### src/rtl/rom_boot_loader.sv
// rtl/rom_boot_loader.sv - byte-stream program image loader for instruction ROM
module rom_boot_loader #(
    parameter int ADDR_W      = 10,
    parameter int TIMEOUT_CYC = 50000
) (
    input  logic              clk_i,
    input  logic              rst_i,
    input  logic [7:0]        rx_data_i,
    input  logic              rx_valid_i,
    output logic              rx_ready_o,
    input  logic              restart_i,
    output logic              mem_we_o,
    output logic [ADDR_W-1:0] mem_addr_o,
    output logic [31:0]       mem_wdata_o,
    output logic              core_hold_o,
    output logic              done_o,
    output logic              err_o,
    output logic [15:0]       words_o
);

    typedef enum logic [2:0] {
        S_LEN_LO,
        S_LEN_HI,
        S_DATA,
        S_WRITE,
        S_CSUM,
        S_DONE,
        S_ERR
    } state_t;

    localparam int TW = (TIMEOUT_CYC > 1) ? $clog2(TIMEOUT_CYC + 1) : 1;
    localparam logic [31:0] CAPACITY = 32'd1 << ADDR_W;
    localparam logic [TW-1:0] TCNT_LAST = TW'(TIMEOUT_CYC - 1);

    state_t      state, state_next;
    logic [7:0]  len_lo;
    logic [15:0] len;
    logic [15:0] words;
    logic [31:0] wdata;
    logic [1:0]  byte_idx;
    logic [7:0]  csum;
    logic [TW-1:0] tcnt;

    logic        ready_st;
    logic        accept;
    logic        counting;
    logic        timeout_hit;
    logic [15:0] len_next;
    logic        last_word;

    // Readiness depends only on the state; held low while the async reset is asserted
    assign ready_st   = (state == S_LEN_LO) || (state == S_LEN_HI) ||
                        (state == S_DATA)   || (state == S_CSUM);
    assign rx_ready_o = ready_st & rst_i;
    assign accept     = rx_valid_i & rx_ready_o;

    // Idle timer runs only once a frame has started and a byte is awaited
    assign counting    = (state == S_LEN_HI) || (state == S_DATA) || (state == S_CSUM);
    assign timeout_hit = counting & ~accept & (tcnt == TCNT_LAST);

    assign len_next  = {rx_data_i, len_lo};
    assign last_word = ({16'd0, words} + 32'd1) == {16'd0, len};

    assign mem_we_o    = (state == S_WRITE);
    assign mem_addr_o  = words[ADDR_W-1:0];
    assign mem_wdata_o = wdata;
    assign done_o      = (state == S_DONE);
    assign err_o       = (state == S_ERR);
    assign core_hold_o = (state != S_DONE);
    assign words_o     = words;

    // State register
    always_ff @(posedge clk_i or negedge rst_i) begin
        if (!rst_i) begin
            state <= S_LEN_LO;
        end else begin
            state <= state_next;
        end
    end

    // Frame parser next-state; restart overrides everything including a same-cycle byte
    always_comb begin
        state_next = state;
        case (state)
            S_LEN_LO: begin
                if (accept) state_next = S_LEN_HI;
            end
            S_LEN_HI: begin
                if (accept) begin
                    if ({16'd0, len_next} > CAPACITY) state_next = S_ERR;
                    else if (len_next == 16'd0)       state_next = S_CSUM;
                    else                              state_next = S_DATA;
                end else if (timeout_hit) begin
                    state_next = S_ERR;
                end
            end
            S_DATA: begin
                if (accept) begin
                    if (byte_idx == 2'd3) state_next = S_WRITE;
                end else if (timeout_hit) begin
                    state_next = S_ERR;
                end
            end
            S_WRITE: begin
                state_next = last_word ? S_CSUM : S_DATA;
            end
            S_CSUM: begin
                if (accept) begin
                    state_next = (rx_data_i == csum) ? S_DONE : S_ERR;
                end else if (timeout_hit) begin
                    state_next = S_ERR;
                end
            end
            S_DONE:  state_next = S_DONE;
            S_ERR:   state_next = S_ERR;
            default: state_next = S_ERR;
        endcase
        if (restart_i) state_next = S_LEN_LO;
    end

    // Datapath: length capture, word assembly, running checksum, idle timer, word count
    always_ff @(posedge clk_i or negedge rst_i) begin
        if (!rst_i) begin
            len_lo   <= 8'd0;
            len      <= 16'd0;
            words    <= 16'd0;
            wdata    <= 32'd0;
            byte_idx <= 2'd0;
            csum     <= 8'd0;
            tcnt     <= '0;
        end else if (restart_i) begin
            len_lo   <= 8'd0;
            len      <= 16'd0;
            words    <= 16'd0;
            byte_idx <= 2'd0;
            csum     <= 8'd0;
            tcnt     <= '0;
        end else begin
            if (accept) begin
                tcnt <= '0;
                if (state != S_CSUM) csum <= csum ^ rx_data_i;
                case (state)
                    S_LEN_LO: len_lo <= rx_data_i;
                    S_LEN_HI: len    <= len_next;
                    S_DATA: begin
                        wdata[{byte_idx, 3'b000} +: 8] <= rx_data_i;
                        byte_idx <= byte_idx + 2'd1;
                    end
                    default: ;
                endcase
            end else if (counting) begin
                tcnt <= tcnt + 1'b1;
            end
            if (state == S_WRITE) words <= words + 16'd1;
        end
    end

endmodule

### config.mk
export PLATFORM = sky130hd
export DESIGN_NAME = rom_boot_loader
export DESIGN_NICKNAME = d
export VERILOG_FILES = /design/src/rtl/rom_boot_loader.sv
export SDC_FILE = /design/constraint.sdc
export NUM_CORES = 1
export LEC_CHECK = 0
export CAP_MARGIN = 15
export CORE_UTILIZATION = 59
export CTS_CLUSTER_DIAMETER = 200
export DETAILED_ROUTE_END_ITERATION = 7
export PLACE_DENSITY = 0.88
export RECOVER_POWER = 25
export SLEW_MARGIN = 10
export SYNTH_ARGS = -nofsm -noshare
export SYNTH_HDL_FRONTEND = slang
export SYNTH_SLANG_ARGS = --single-unit
### constraint.sdc
create_clock -name clk_i -period 5.7 [get_ports clk_i]
set_input_delay 1.14 -clock clk_i [delete_from_list [all_inputs] [get_ports clk_i]]
set_output_delay 1.14 -clock clk_i [all_outputs]
set_load 0.03 [all_outputs]
Yosys cells after proc, flatten, opt, wreduce, memory -nomap -nowiden:

Index checks and enable logic that the tools add are counted.

* $add $sub $neg: 5
* magnitude comparators: 1
* eq/ne operators: 14
* shift-type cells: 2
* muxes and demuxes: 30
* bitwise gates (word level): 7
* reduce and logical (&&, ||, !) cells: 20

Operator list (number)
* 2-to-1 mux 16 bit: 8
* 2-to-1 mux 8 bit: 6
* adder 16 x 1 -> 16 bit (second input constant): 2
* bitwise mux 32 bit: 1
* variable shift 8 x 7 -> 32 bit (first input constant): 1
* variable part select 8 x 7 -> 32 bit: 1
* 2-to-1 mux 3 bit: 10
* case mux 3 bit (6 select lines): 1
* adder 16 x 1 -> 17 bit (second input constant): 1
* == test 17 x 16 -> 1 bit: 1
* == test 16 bit (second input constant): 1
* > comparator 16 x 11 -> 1 bit (second input constant): 1
* zero test 16 bit: 1
* nonzero test 2 bit: 6
* AND reduction 2 bit: 5
* == test 3 bit (second input constant): 3
* != test 3 bit (second input constant): 3
* == test 8 bit: 1
* 2-to-1 mux 2 bit: 4
* bitwise XOR 8 bit: 1
* negator 5 -> 7 bit: 1
* == test 3 x 2 -> 1 bit (second input constant): 2
* logical OR 1 bit: 5
* AND 1 bit: 4
* other kinds (8): 9

* register bits after elaboration: 101
* input port bits: 12
* logic and storage cells: 87

Longest topological paths before layout:

Gate-level depths: netlist of the first run.

* word-level depth: 13
* depth in mapped cells: 9
* depth with buffers taken out: 8

Least setup slack after synthesis of the first run:

Ideal clock, no wire load.

* path kind: input-to-output
* from: input rst_i
* to: output rx_ready_o
* arrival time: 1408 ps
* path slack: 3152 ps
* stages on the path: 1
* buffers on the path: 0
* path through: and2b_1

* word-level cells in the longest chain between the ends: 1

RTL lines
* start, declared: RTL line 7 `input logic rst_i,`
* AND 1 bit: RTL line 54 `assign rx_ready_o = ready_st & rst_i;`
* end, declared: RTL line 10 `output logic rx_ready_o,`

No other way between the ends.

Final worst setup path of the first run:

* from: register state[2]
* to: output mem_we_o

* word-level cells in the longest chain between the ends: 1

RTL lines
* start, declared: RTL line 35 `state_t state, state_next;`
* start signal, assigned: RTL line 77 `state <= state_next;`
* == test 3 x 2 -> 1 bit: RTL line 64 `assign mem_we_o = (state == S_WRITE);`
* end, declared: RTL line 12 `output logic mem_we_o,`

No other way between the ends.

==> out/results.tsv, run 1 <==
metric	value	unit
outcome	complete, but fails checks	
failing checks	capacitance limit, slew limit	
Area growth syn-to-layout	15.8	%
number of antenna violations at the first check in global routing	0	
top-level I/O count	75	
maximum number of pins on one net before global-route repair	70	
power density cells	213	nW/um2
number of hold buffers added after CTS	0	
share of Yosys cell area claimed by the top area cell type	0.473	
Setup Crit Path Kind	reg2out	
Critical Path Sink Type	output pin	
number of register bits inferred by synthesis	101	
H-tree level count	3	
Lkg Pwr	0.00253	uW
Post-synth EDFFs	0	
buffers added on ports	74	
Max VDD drop	135	uV
number of cells traversed by the worst register-to-register path	8	
share of post-route cells with drive strength above 1	0.0523	
critical register-to-register path endpoint	state[2]	
number of nets in the final layout	645	
most instantiated library cell after synthesis	nand2_1	
area after detailed placement	6000	um2
dominant register cell in the synthesized netlist	dfrtp_1	
share of the yosys chip area belonging to registers	0.473	
Resized Gates After CTS	0	
last element of the critical path	mem_we_o	
async set or reset register ratio after synthesis	1.00	
final instance area	6190	um2
TritonCTS clock tree	built	
HP Class	reg2reg	
per-instance average area after synthesis	9.20	um2
synth cell count leaders	nand2_1 (102), dfrtp_1 (101), nor2_1 (81)	
Synth Area in Compound Gates	0.0793	
critical path depth in cells	4	
Critical Path Source Type	flip-flop	
last weighted congestion value of the routability-driven placer	0.812	
Total Neg Setup Slack	0	ps
HPWL Detailed	8220	um
# fillers	671	
library cell occupying the most area in the post-synthesis netlist	dfrtp_1	
Total Routing Usage GR	0.261	
synthesized instance count	581	
unrepaired setup endpoints after global routing	false	
mux cell area share after synthesis	0.0505	
routed via count divided by cell count	5.76	
worst relative slew slack	-0.533	
main combinational cell family by area after synthesis	simple AND/OR/NAND/NOR gates	
Worst Hold Slack	491	ps
setup bufs post-CTS	0	
final hold viol count	0	
maximum fanout along the worst path	12	
Initial DRT Pass Iterations	5	
DIE HEIGHT	97.2	um
wire per inst	15.9	um
count of cell types in the netlist	55	
number of DRC markers in iteration 0	207	
DRC violation count after routing	0	
overall routed net length	11700	um
total buffers and inverters traversed by the critical path	2	
total via count after detailed routing	4258	
Register Area	2530	um2
Critical path origin	state[2]	
first-pass GRT wire length	19800	um
worst setup skew after layout	12.0	ps
cell breakdown of the critical path	and2b_1, nand2_1, clkinv_1, clkdlybuf4s50_1	
post-detailed-route count of antenna-violating nets	0	
max-slew violations	55	
net count after synthesis	600	
Critical Path Slowest Stage Cell	clkdlybuf4s50_1	
final cycle utilization of the critical path	0.640	
Inserted Diodes	0	
starting density of the core	0.610	
xor and xnor area share after synthesis	0.105	
via count of the first global-routing pass	4178	
delay of the slowest critical-path stage	710	ps
Maximum Capacitance Violations	1	
Core Box Area	8760	um2
Synthesis Warnings	0	
biggest area contributors in the synthesized netlist	dfrtp_1 (47%), nand2_1 (7.2%), nor2_1 (5.7%), xnor2_1 (5.4%), xor2_1 (5.1%)	
achievable clock frequency	0.274	GHz
Reg clk slew, reported paths	100	ps
CP arrival	2510	ps
launching point of the worst reg2reg path	words_o[0]	
adder and majority cell fraction of the synthesized area	0.0185	
reg-to-reg setup timing slack	3310	ps
cell at the root of the clock tree	clkbuf_8	
total clock buffers created by CTS	9	
Data required, critical path	4560	ps
Worst-Margin Slew	2300	ps
die footprint	9450	um2
utilization after layout	0.707	
number of sinks handled by clock tree synthesis	101	
# rows	34	
kind of cell with the highest combined delay on the critical path	buffers and inverters	
final worst path period need	3650	ps
Final setup violation count	0	
horizontal die dimension	97.2	um
Congestion Overflow GR	0	
Multi-input gate area	2570	um2
fraction of the mapped netlist area in simple logic gates	0.228	
post-synth design cell area	5350	um2
Clock Latency Late Sink	370	ps
maximum number of buffers from clock root to sink	2	
layer usage:
| layer | vias to the layer above | track usage | routed length [um] | part of all wire |
|---|---|---|---|---|
| li1 | 2014 | - | - | - |
| met1 | 2098 | 0.342 | 4940 | 0.42 |
| met2 | 116 | 0.432 | 5870 | 0.50 |
| met3 | 30 | 0.0338 | 556 | 0.047 |
| met4 | 0 | 0.123 | 363 | 0.031 |
| met5 | - | 0 | 0 | 0 |
kinds of logic (layout without fill, tap and decap cells):
logic type,Yosys count,after routing
and+or+nand+nor,261,261
DFF,101,101
AOI/OAI and AO/OA,73,73
xor gates and xnor gates,64,64
buffers and inverters,47,97
muxes,27,27
adders and majority gates,8,8
metrics by stage:
step	setup slack (ps)	std cells	total power (uW)
floorplan	3150	581	840
global placement	2190	723	882
CTS	2060	739	1320
finish	2050	739	1320
detailed placement	2160	723	886
global route	1950	739	1370
tightest hold or removal path: cells and delay by family (launching register included):
family / cells / cell delay (ps)
AOI/OAI and AO/OA: 1 / 60
DFF: 1 / 360
and+or+nand+nor: 1 / 50
worst min-delay path by stage:
stage / start / to / slack [ps] / cells past startpoint
2_1_floorplan: tcnt[1] / tcnt[1] / 500 / 2
3_3_place_gp: mem_wdata_o[25] / mem_wdata_o[25] / 460 / 2
3_5_place_dp: mem_wdata_o[6] / mem_wdata_o[6] / 470 / 2
4_1_cts: mem_wdata_o[6] / mem_wdata_o[6] / 490 / 2
5_1_grt: mem_wdata_o[16] / mem_wdata_o[16] / 520 / 2
6_report: mem_wdata_o[30] / mem_wdata_o[30] / 490 / 2
power by group:
group | total [uW] | switching, uW | internal (uW)
clock | 446 | 266 | 179
sequential | 747 | 15.7 | 731
combinational | 126 | 79.5 | 46.8
registers in the layout (all words and copies together), names as in the netlist:
signal / flops
byte_idx: 2
csum: 8
len: 16
len_lo: 8
mem_wdata_o: 32
state: 3
tcnt: 16
words_o: 16
final cells by class:
type,instances,area share
Multi-Input combinational cell,433,0.416
Sequential cell,101,0.408
Timing Repair Buffer,76,0.121
Clock buffer,10,0.0222
Tap cell,108,0.0218
Clock inverter,6,0.00849
Inverter,5,0.00303
cells in the final DEF, fill, tap and decap left out, types with 2 or more instances in the layout:
| cell | netlist | final |
|---|---|---|
| dfrtp_1 | 101 | 101 |
| nand3_1 | 11 | 11 |
| mux2i_1 | 27 | 27 |
| and2b_1 | 2 | 2 |
| nor4_2 | 3 | 3 |
| xor2_1 | 31 | 31 |
| buf_4 | 12 | 3 |
| a21oi_1 | 10 | 10 |
| xnor2_1 | 33 | 33 |
| clkdlybuf4s50_1 | 0 | 72 |
| o211ai_1 | 3 | 3 |
| nand2_1 | 102 | 102 |
| inv_6 | 0 | 2 |
| ha_1 | 7 | 7 |
| nor3b_1 | 6 | 6 |
| nand3_2 | 2 | 2 |
| or3_1 | 3 | 3 |
| nor4_1 | 2 | 2 |
| nor2_2 | 2 | 2 |
| and3_1 | 4 | 4 |
| nor3_1 | 8 | 8 |
| nand4_1 | 15 | 15 |
| o21ai_0 | 44 | 44 |
| inv_1 | 4 | 4 |
| nor2_1 | 81 | 81 |
| nor2b_1 | 3 | 3 |
| inv_8 | 0 | 2 |
| clkbuf_8 | 0 | 10 |
| nand2b_1 | 7 | 7 |
| a31oi_1 | 2 | 2 |
Power figures use the tool's default switching activity.
==> inputs of run 2 (changes only) <==
CORE_UTILIZATION = 55   (was 59)
PLACE_DENSITY = 0.83   (was 0.88)
clock period = 3.63 ns   (was 5.7 ns; I/O delays follow)
==> run 2 against run 1 <==
Sequential power up 57%. Die area grew 7.1%. The run still ends with capacitance limit, slew limit left. Hold slack worse by 39 ps. Global-route usage decreased by 1.2 points. Critical path depth stayed put. Register-to-register slack got worse by 2100 ps. Flip-flop and latch count is the same.
==> out/results.tsv, run 2 (synthesized netlist as in run 1, its figures left out) <==
metric	value	unit
reg-to-reg setup timing slack	1180	ps
die footprint	10100	um2
number of hold buffers added after CTS	0	
max FFs per register	32	
net switching power of the design	576	uW
starting density of the core	0.573	
horizontal die dimension	101	um
pre-CTS setup slack	880	ps
Max VDD drop	204	uV
number of DRC markers in iteration 0	239	
Resized Gates After CTS	0	
max-slew violations	63	
Final setup violation count	0	
final hold viol count	0	
Worst-Margin Slew	1530	ps
number of sinks handled by clock tree synthesis	101	
Clock Latency Late Sink	380	ps
delay of the slowest critical-path stage	690	ps
Initial DRT Pass Iterations	4	
power density cells	331	nW/um2
maximum number of buffers from clock root to sink	2	
achievable clock frequency	0.315	GHz
first-pass GRT wire length	19500	um
maximum fanout along the worst path	12	
number of cells traversed by the worst register-to-register path	7	
Inserted Diodes	0	
worst setup skew after layout	12.8	ps
DRC violation count after routing	0	
routed via count divided by cell count	5.52	
worst relative slew slack	-0.0200	
critical register-to-register path endpoint	state[1]	
number of antenna violations at the first check in global routing	0	
Critical Path Source Type	flip-flop	
total instance count after detailed placement	749	
Total Routing Usage GR	0.249	
# rows	35	
proportion of power drawn by combinational gates	0.098	
Data required, critical path	2900	ps
total buffers and inverters traversed by the critical path	2	
Maximum Capacitance Violations	1	
fraction of power spent switching nets	0.279	
launching point of the worst reg2reg path	state[2]	
last weighted congestion value of the routability-driven placer	0.881	
overall routed net length	11900	um
post-detailed-route count of antenna-violating nets	0	
H-tree level count	3	
Congestion Overflow GR	0	
clock share of power	0.333	
setup bufs post-CTS	0	
Critical Path Sink Type	output pin	
unrepaired setup endpoints after global routing	false	
maximum number of pins on one net before global-route repair	63	
failing checks	capacitance limit, slew limit	
HP Class	in2async	
DIE HEIGHT	101	um
CP arrival	2450	ps
critical path depth in cells	4	
cell breakdown of the critical path	and2b_1, nand2_1, clkinv_1, clkdlybuf4s50_1	
number of nets in the final layout	650	
internal cell power	1490	uW
share of post-route cells with drive strength above 1	0.0535	
TritonCTS clock tree	built	
last element of the critical path	mem_we_o	
top-level I/O count	75	
final cycle utilization of the critical path	0.876	
commonest non-fill, non-tap cells in the layout	nand2_1 (102), dfrtp_1 (101), nor2_1 (81), clkdlybuf4s50_1 (72), o21ai_0 (44)	
Core Box Area	9330	um2
buffers added on ports	74	
via count of the first global-routing pass	4007	
kind of cell with the highest combined delay on the critical path	buffers and inverters	
Area growth syn-to-layout	16.5	%
Total Neg Setup Slack	0	ps
Setup Crit Path Kind	reg2out	
most common library cell in the layout ignoring fill and taps	nand2_1	
Reg clk slew, reported paths	110	ps
total via count after detailed routing	4220	
outcome	complete, but fails checks	
Worst Hold Slack	452	ps
part of the total power dissipated in sequential elements	0.569	
HPWL Detailed	8360	um
Critical Path Slowest Stage Cell	clkdlybuf4s50_1	
smallest setup slack after layout	452	ps
non-filler cells, final	765	
wire per inst	15.5	um
total clock buffers created by CTS	9	
cell at the root of the clock tree	clkbuf_8	
Critical path origin	state[2]	
Lkg Pwr	0.00254	uW
final worst path period need	3180	ps
-- run 2: metal layers --
layer	track usage	routed length, um
met5	0	0
met4	0.0892	243
met3	0.0416	446
met2	0.406	5820
met1	0.339	5380
-- run 2: area by class of cell --
type	count	area, um2
Clock buffer	10	128
Clock inverter	6	55.1
Fill cell	738	3100
Inverter	5	18.8
Multi-Input combinational cell	433	2570
Sequential cell	101	2530
Tap cell	129	161
Timing Repair Buffer	81	772
-- run 2: stage by stage --
| step | util | area, um2 | power, uW |
|---|---|---|---|
| after global placement | 0.650 | 6070 | 1390 |
| after CTS | 0.670 | 6250 | 2070 |
| after detailed placement | 0.650 | 6070 | 1400 |
| after global routing | 0.668 | 6230 | 2140 |
| final | 0.668 | 6230 | 2060 |
| after floorplan | - | 5350 | 1320 |
-- run 2: worst min path at each step --
stage / start / end / depth (start not counted)
3_5_place_dp: mem_wdata_o[16] / mem_wdata_o[16] / 2
4_1_cts: rst_i / tcnt[15] / 1
3_3_place_gp: mem_wdata_o[26] / mem_wdata_o[26] / 2
6_report: rst_i / tcnt[15] / 1
5_1_grt: rst_i / len_lo[5] / 1
2_1_floorplan: rst_i / byte_idx[0] / 0
-- run 2: power groups by stage --
stage | clock network, uW | registers (uW) | logic (uW)
after floorplan | 0 | 1200 | 122
after global placement | 0 | 1190 | 198
after detailed placement | 0 | 1190 | 205
after CTS | 696 | 1170 | 206
after global routing | 742 | 1170 | 223
final | 686 | 1170 | 203
